[config.mk]
export PLATFORM = sky130hd
export DESIGN_NAME = pack_16_12
export DESIGN_NICKNAME = d
export VERILOG_FILES = /design/src/rtl/pack_16_12.sv
export SDC_FILE = /design/constraint.sdc
export NUM_CORES = 1
export LEC_CHECK = 0
export ABC_AREA = 1
export CAP_MARGIN = 20
export CORE_MARGIN = 2
export CORE_UTILIZATION = 35
export DETAILED_ROUTE_END_ITERATION = 12
export PLACE_DENSITY = 0.66
export SETUP_SLACK_MARGIN = 0.02
export SLEW_MARGIN = 20
export SYNTH_ARGS = -nofsm -noshare
export SYNTH_HDL_FRONTEND = slang
export SYNTH_SLANG_ARGS = --single-unit
[constraint.sdc]
create_clock -name clk -period 1.96 [get_ports clk]
set_input_delay 0.196 -clock clk [delete_from_list [all_inputs] [get_ports clk]]
set_output_delay 0.196 -clock clk [all_outputs]
set_load 0.1 [all_outputs]
[src/rtl/pack_16_12.sv]
// rtl/pack_16_12.sv - narrows signed 16b words to 12b and packs four of them into three 16b words
`timescale 1ns/1ps
module pack_16_12 #(
    parameter bit SATURATE = 1'b1,
    parameter int CNT_W    = 8
) (
    input  logic             clk,
    input  logic             rst,
    input  logic [15:0]      in_data,
    input  logic             in_valid,
    input  logic             in_last,
    output logic             in_ready,
    output logic [15:0]      out_data,
    output logic             out_valid,
    output logic             out_last,
    input  logic             out_ready,
    output logic [CNT_W-1:0] ovf_count,
    output logic             busy
);

    typedef enum logic {RUN = 1'b0, FLUSH = 1'b1} state_t;

    state_t             state_q;
    logic [1:0]         phase_q;
    logic [11:0]        res_q;
    logic [15:0]        pend_q;
    logic [15:0]        out_data_q;
    logic               out_valid_q;
    logic               out_last_q;
    logic [CNT_W-1:0]   ovf_q;

    logic               in_range;
    logic               accept;
    logic               out_free;
    logic [11:0]        elem_d;

    assign in_range = (&in_data[15:11]) | ~(|in_data[15:11]);
    assign out_free = !out_valid_q || out_ready;
    assign in_ready = (state_q == RUN) && out_free;
    assign accept   = in_valid && in_ready;

    always_comb begin
        elem_d = in_data[11:0];
        if (!in_range && SATURATE)
            elem_d = in_data[15] ? 12'h800 : 12'h7FF;
    end

    // The residue always holds the last accepted element; each phase uses only its unsent low bits.
    always_ff @(posedge clk) begin
        if (rst) begin
            state_q     <= RUN;
            phase_q     <= 2'd0;
            res_q       <= 12'h000;
            pend_q      <= 16'h0000;
            out_data_q  <= 16'h0000;
            out_valid_q <= 1'b0;
            out_last_q  <= 1'b0;
            ovf_q       <= '0;
        end else begin
            if (accept && !in_range && (ovf_q != {CNT_W{1'b1}}))
                ovf_q <= ovf_q + {{(CNT_W-1){1'b0}}, 1'b1};

            if (out_valid_q && out_ready) begin
                out_valid_q <= 1'b0;
                out_last_q  <= 1'b0;
            end

            case (state_q)
                RUN: begin
                    if (accept) begin
                        res_q <= elem_d;
                        case (phase_q)
                            2'd0: begin
                                if (in_last) begin
                                    out_data_q  <= {elem_d, 4'h0};
                                    out_valid_q <= 1'b1;
                                    out_last_q  <= 1'b1;
                                    phase_q     <= 2'd0;
                                end else begin
                                    phase_q <= 2'd1;
                                end
                            end
                            2'd1: begin
                                out_data_q  <= {res_q, elem_d[11:8]};
                                out_valid_q <= 1'b1;
                                out_last_q  <= 1'b0;
                                if (in_last) begin
                                    pend_q  <= {elem_d[7:0], 8'h00};
                                    state_q <= FLUSH;
                                    phase_q <= 2'd0;
                                end else begin
                                    phase_q <= 2'd2;
                                end
                            end
                            2'd2: begin
                                out_data_q  <= {res_q[7:0], elem_d[11:4]};
                                out_valid_q <= 1'b1;
                                out_last_q  <= 1'b0;
                                if (in_last) begin
                                    pend_q  <= {elem_d[3:0], 12'h000};
                                    state_q <= FLUSH;
                                    phase_q <= 2'd0;
                                end else begin
                                    phase_q <= 2'd3;
                                end
                            end
                            default: begin
                                out_data_q  <= {res_q[3:0], elem_d};
                                out_valid_q <= 1'b1;
                                out_last_q  <= in_last;
                                phase_q     <= 2'd0;
                            end
                        endcase
                    end
                end
                default: begin
                    // FLUSH: the residue word follows once the word ahead of it is taken.
                    if (out_free) begin
                        out_data_q  <= pend_q;
                        out_valid_q <= 1'b1;
                        out_last_q  <= 1'b1;
                        state_q     <= RUN;
                        phase_q     <= 2'd0;
                    end
                end
            endcase
        end
    end

    assign out_data  = out_data_q;
    assign out_valid = out_valid_q;
    assign out_last  = out_last_q;
    assign ovf_count = ovf_q;
    assign busy      = (phase_q != 2'd0) || (state_q == FLUSH) || out_valid_q;

endmodule

==> results of run 1 <==
## logic make-up (layout without fill, tap and decap cells)
family | after synthesis | in the layout | share of synthesized area [%]
compound gates | 124 | 124 | 25.1
xor+xnor | 4 | 4 | 1.25
fa+ha+maj | 5 | 5 | 2.23
buf+inv | 69 | 116 | 11.9
flops | 49 | 49 | 34.9
simple gates | 158 | 158 | 24.7
## synth_stat cells (2+ instances only)
library cell   n
nand2_2        4
o21ai_4        2
nand2_1       97
ha_1           5
nand3_4        2
o21ai_1        3
buf_2          4
a21oi_2        2
xor2_1         3
a21oi_1       67
a21oi_4        2
clkbuf_1      12
nand3_2        2
buf_6          7
o21ai_0       37
nand3_1       27
buf_4          2
dfxtp_1       49
inv_1         41
nor2_1        18
nand4_1        5
nor3_1         3
o21a_1         4
## state kept, by name, indices dropped and copies added, names as in the netlist
signal	flops
res_q	12
phase_q	2
out_valid	1
out_data	16
out_last	1
pend_q	8
ovf_count	8
state_q	1
## per-layer routing
metal  routed length (um)  global-route usage (%)  vias to the layer above
met5                    0                       0                        -
met4                  137                    6.28                        0
met3                  523                    4.11                       13
met2                 3860                    30.7                      101
met1                 3750                    25.5                     1391
li1                     -                       -                     1439
## per-stage QoR
stage          hold WS [ps]  power, uW
2_1_floorplan           381       1640
3_3_place_gp            451       1850
3_5_place_dp            452       1860
4_1_cts                 467       2480
5_1_grt                 485       2570
6_report                467       2460
## worst min path at each step
stage / from / to / slack (ps) / depth (start not counted)
CTS: res_q[11]$_SDFFE_PP0P_ / res_q[11]$_SDFFE_PP0P_ / 470 / 2
detailed placement: res_q[11]$_SDFFE_PP0P_ / res_q[11]$_SDFFE_PP0P_ / 450 / 2
finish: res_q[11]$_SDFFE_PP0P_ / res_q[11]$_SDFFE_PP0P_ / 470 / 2
global placement: res_q[11]$_SDFFE_PP0P_ / res_q[11]$_SDFFE_PP0P_ / 450 / 2
global route: ovf_count[1]$_SDFFE_PP0P_ / ovf_count[1]$_SDFFE_PP0P_ / 480 / 2
floorplan: in_last / state_q$_SDFF_PP0_ / 380 / 2
## cell usage in the layout, fill, tap and decap left out, drive strengths merged
cell	instances
a21boi	1
a21oi	71
a221oi	1
a22oi	1
a32oi	1
buf	44
clkbuf	6
clkdlybuf4s50	20
clkinvlp	2
dfxtp	49
ha	5
inv	44
nand2	101
nand3	31
nand4	5
nor2	18
nor3	3
o2111ai	1
o21a	4
o21ai	42
o21bai	1
o221ai	1
xnor2	1
xor2	3
## where the power goes
| part | internal, uW | switching, uW |
|---|---|---|
| clock network | 253 | 373 |
| registers | 1050 | 37.6 |
| logic | 214 | 531 |
## worst max-delay path: stages (launching register included)
cell,delay [ps]
dfxtp_1,400
inv_1,90
ha_1,300
inv_2,190
o21ai_0,90
o21ai_0,300
nand2_1,130
nand2_1,100
a21oi_1,60
## layout make-up
class	count	area [um2]
inverters	44	175
multi-input cells	291	1510
well taps	102	128
flip-flops and latches	49	990
repair buffers	64	581
clock buffers	6	72.6
fillers	836	4300
clock inverters	2	15.0
==> impl_metrics.py, run 1 <==
metrics = {
    "run_status": {
        "outcome": "finished clean",
    },
    "timing": {
        "rsz0062_at_grt": "no",
        "slew_viol_final": 0,
        "setup_ws_ps": 191,
        "final-hold-violation-count": 0,
        "fin_worst_skew_ps": 5.83,
        "tightest_slew_ps": 550,
        "max_freq_mhz": 565,
        "finalCriticalPeriod_ps": 1770,
        "setup_viol": 0,
        "slew-limit-headroom_pct": 63.3,
        "fin_crit_sh_pct": 90.2,
        "setup_tns_ps": 0,
    },
    "logic_synthesis": {
        "synth_edf_count": 0,
        "ys_dominant_reg_cell": "dfxtp_1",
        "syn_nets": 435,
        "synthArstFlopShare_pct": 0,
        "netlist_instances": 409,
        "synthTopCellsByArea": "dfxtp_1 35%, nand2_1 13%, a21oi_1 12%",
        "ys_ff_latch": 49,
        "synth.avg_cell_area_um2": 6.87,
        "synth-seq-area-share_pct": 34.9,
        "synth_warnings": 0,
        "yosys.area.top_type": "dfxtp_1",
        "netlist_area_mm2": 0.00281,
        "synth_top_area_share_pct": 34.9,
        "synthDistinctLibCells": 34,
    },
    "cells_and_area": {
        "nets": 481,
        "syn2layout_area_growth_pct": 23.4,
        "finalInstanceArea_mm2": 0.00347,
        "diodes": 0,
        "drive_above_1_share_pct": 17.1,
        "final_util_pct": 44.7,
        "final_cells": 558,
    },
    "setup_path": {
        "r2r-end": "out_data[15]$_SDFFE_PP0P_",
        "crit_fanout": 7,
        "r2r_start": "phase_q[1]$_SDFFE_PP0P_",
        "worstPathArrival_ps": 1960,
        "critical_path_required_ps": 2150,
        "critPathCapture": "out_data[15]$_SDFFE_PP0P_",
        "crit_path_end_kind": "flip-flop",
        "rr_worst_depth": 8,
        "crit_type": "reg2reg",
        "crit_start": "phase_q[1]$_SDFFE_PP0P_",
        "worst_setup_path_start_kind": "flip-flop",
        "r2r_slack_ps": 190,
    },
    "place": {
        "place_ws_ps": -0.229,
        "postPlaceCellArea_mm2": 0.00338,
        "dpl.cell_count": 550,
        "gp_congestion": 0.958,
        "hpwl_um": 5940,
        "port_buffers": 48,
    },
    "clocking": {
        "numClockSinks": 49,
        "post_cts_buffers": 0,
        "cts_buffers": 5,
        "clkTransAtPathRegs_ps": 100,
        "cts_max_level": 2,
        "cts_tree": "built",
        "ctsHoldBuffers": 0,
        "cts-resized-gates": 0,
        "clockBufferDepth": 2,
        "cts-root-buf": "clkbuf_8",
        "worstSkewPairLatency_ps": 310,
    },
    "grt": {
        "grt_pass1_wl_um": 13100,
        "track_usage_pct": 19.1,
        "grt_pass1_vias": 2643,
        "grt_overflow_total": 0,
        "antenna_found_initial": 0,
        "grt_max_degree": 33,
    },
    "route": {
        "drtIter0Drc": 212,
        "avgViaCountPerCell": 5.28,
        "num_vias": 2944,
        "drc": 0,
        "post_drt_wl_per_cell_um": 14.8,
        "drt.antenna.violating_nets": 0,
        "drt_pass1_iterations": 5,
        "totalWireLength_um": 8270,
    },
    "run": {
        "maxCapViolCount": 0,
    },
    "die": {
        "initial_utilization_pct": 36.2,
        "fp.coreArea_mm2": 0.00777,
        "dieHeight_um": 93.6,
        "die_w_um": 93.6,
        "io_pins": 49,
        "row_count": 32,
        "dieArea_mm2": 0.00877,
    },
    "hold_path": {
        "min_path_type": "reg2reg",
    },
    "power": {
        "ir_drop_mv": 0.282,
        "p_leak_uw": 0.00154,
        "power_density_mw_per_mm2": 710,
    },
}
(Power assumes the default switching activity.)
==> run 2, diff against run 1 <==
- CORE_MARGIN: 2 -> 3
- PLACE_DENSITY: 0.66 -> 0.68
- RECOVER_POWER: default -> 50
- clock period: 1.96 -> 1.4 ns (I/O delays scaled with it)
==> run 2 against run 1 <==
Compared with the run above: via count rose by 7.1%; first-iteration DRC count increased by 27%; non-clock buffer count grew 46; count of clock-buffer cells in the layout did not move; utilization up 8.5 points; die area increased by 4.3%; register-to-register slack got worse by 210 ps; highest routed layer unchanged; largest cell class unchanged; setup slack got worse by 260 ps; the flow now finishes with violations (setup timing).
==> impl_metrics.py, run 2 (synthesis gave the netlist of run 1 again) <==
metrics = {
    "route": {
        "drt.antenna.violating_nets": 0,
        "post_drt_wl_per_cell_um": 14.9,
        "route.met2.wl_um": 4380,
        "drt_pass1_iterations": 5,
        "met1_length_um": 3970,
        "totalWireLength_um": 9020,
        "top_layer": "met4",
        "route.met3.wl_um": 516,
        "num_vias": 3153,
        "drc": 0,
        "avgViaCountPerCell": 5.22,
        "drtIter0Drc": 269,
    },
    "cells_and_area": {
        "diodes": 0,
        "final_common_cell": "nand2_1",
        "drive_above_1_share_pct": 33.7,
        "final_cells": 604,
        "final_cell_mix": "85 x nand2_1, 58 x a21oi_1, 49 x buf_4, 38 x dfxtp_1, 34 x inv_1",
        "largest_reg_flops": 16,
        "multi_input_area_mm2": 0.00168,
        "syn2layout_area_growth_pct": 47.0,
        "nets": 527,
        "fillCellCount": 747,
        "ff_latch_area_mm2": 0.00102,
    },
    "setup_path": {
        "path_cells": "inv_4 > ha_4 > buf_6 > nand3_4 > buf_12",
        "worst_setup_path_start_kind": "flip-flop",
        "crit_type": "reg2out",
        "worstPathArrival_ps": 1330,
        "crit_family": "flip-flops",
        "slowest_stage": "dfxtp_4",
        "crit_fanout": 4,
        "critical_path_required_ps": 1260,
        "crit_path_end_kind": "primary output",
        "slowest_delay_ps": 410,
        "r2r_slack_ps": -20,
        "crit_buf_inv": 3,
    },
    "timing": {
        "slew-limit-headroom_pct": 62.6,
        "fin_worst_skew_ps": 12.6,
        "setup_ws_ps": -65.5,
        "rsz0062_at_grt": "yes",
        "final-hold-violation-count": 0,
        "max_freq_mhz": 682,
        "setup_viol": 7,
        "slew_viol_final": 0,
        "tightest_slew_ps": 560,
        "whs_ps": 377,
        "fin_crit_sh_pct": 105,
        "finalCriticalPeriod_ps": 1470,
        "setup_tns_ps": -107,
    },
    "die": {
        "row_count": 32,
        "fp.coreArea_mm2": 0.00777,
        "io_pins": 49,
        "dieHeight_um": 95.6,
        "die_w_um": 95.6,
        "initial_utilization_pct": 36.2,
        "dieArea_mm2": 0.00914,
    },
    "clocking": {
        "clockBufferDepth": 2,
        "cts-root-buf": "clkbuf_8",
        "clkTransAtPathRegs_ps": 110,
        "cts_max_level": 2,
        "cts_buffers": 5,
        "worstSkewPairLatency_ps": 320,
        "numClockSinks": 49,
        "cts_tree": "built",
    },
    "power": {
        "power_density_mw_per_mm2": 887,
        "power_uw": 3670,
        "p_leak_uw": 0.00186,
        "ir_drop_mv": 0.453,
    },
    "run_status": {
        "outcome": "finished with violations",
        "violations": "setup timing",
    },
    "grt": {
        "antenna_found_initial": 0,
        "grt_max_degree": 21,
        "track_usage_pct": 20.0,
        "grt_overflow_total": 0,
        "grt_pass1_vias": 2890,
        "grt_pass1_wl_um": 14300,
    },
    "place": {
        "gp_congestion": 0.916,
        "dpl.cell_count": 582,
        "hpwl_um": 6370,
        "place_ws_ps": -312,
        "port_buffers": 48,
    },
    "hold_path": {
        "min_path_type": "in2reg",
    },
    "run": {
        "maxCapViolCount": 0,
    },
}
run 2: metal layers:
layer  up-vias  GRT usage [%]
li1       1548              -
met1      1472           26.4
met2       120           33.8
met3        13           2.92
met4         0           5.81
met5         -              0
run 2: layout make-up:
class                      count  share of cell area (%)
multi-input combinational    291                    40.8
timing repair buffer         110                    24.7
sequential                    49                    24.6
inverter                      44                    4.48
tap                          102                    3.09
clock buffer                   6                    2.00
clock inverter                 2                   0.333
run 2: final timing paths:
check	cells past startpoint	endpoint	startpoint
max reg2reg	7	out_data[13]$_SDFFE_PP0P_	phase_q[0]$_SDFFE_PP0P_
min	4	out_valid$_SDFF_PP0_	out_ready
max	5	busy	phase_q[0]$_SDFFE_PP0P_
min reg2reg	2	pend_q[15]$_SDFFE_PP0P_	pend_q[15]$_SDFFE_PP0P_
run 2: worst reg2reg max path, cell delays in order, from the launching register on:
cell	delay, ps
dfxtp_4	410
inv_4	60
ha_4	170
a21oi_4	230
inv_4	100
o21ai_4	140
o21ai_1	110
a21oi_1	140
run 2: timing repair:
item / in CTS / in global routing
pin swaps: 6 / 7
cloned: 0 / 2
hold endpoints to repair: 0 / 0
gates resized for setup: 36 / 38
setup buffers: 6 / 6
endpoints found under the setup margin: 27 / 40
hold buffers: 0 / 0
run 2: through the flow:
stage,cell area [um2],utilization (%)
global route,4130,53.2
finish,4130,53.2
global placement,4000,51.5
CTS,4260,54.8
floorplan,2900,-
detailed placement,4000,51.5
run 2: where the power goes:
part	internal, uW	leakage [uW]	switching, uW	total [uW]
registers	1470	0.000409	61.8	1530
clock network	402	0.0000512	526	928
logic	409	0.00140	800	1210
total	2280	0.00186	1390	3670
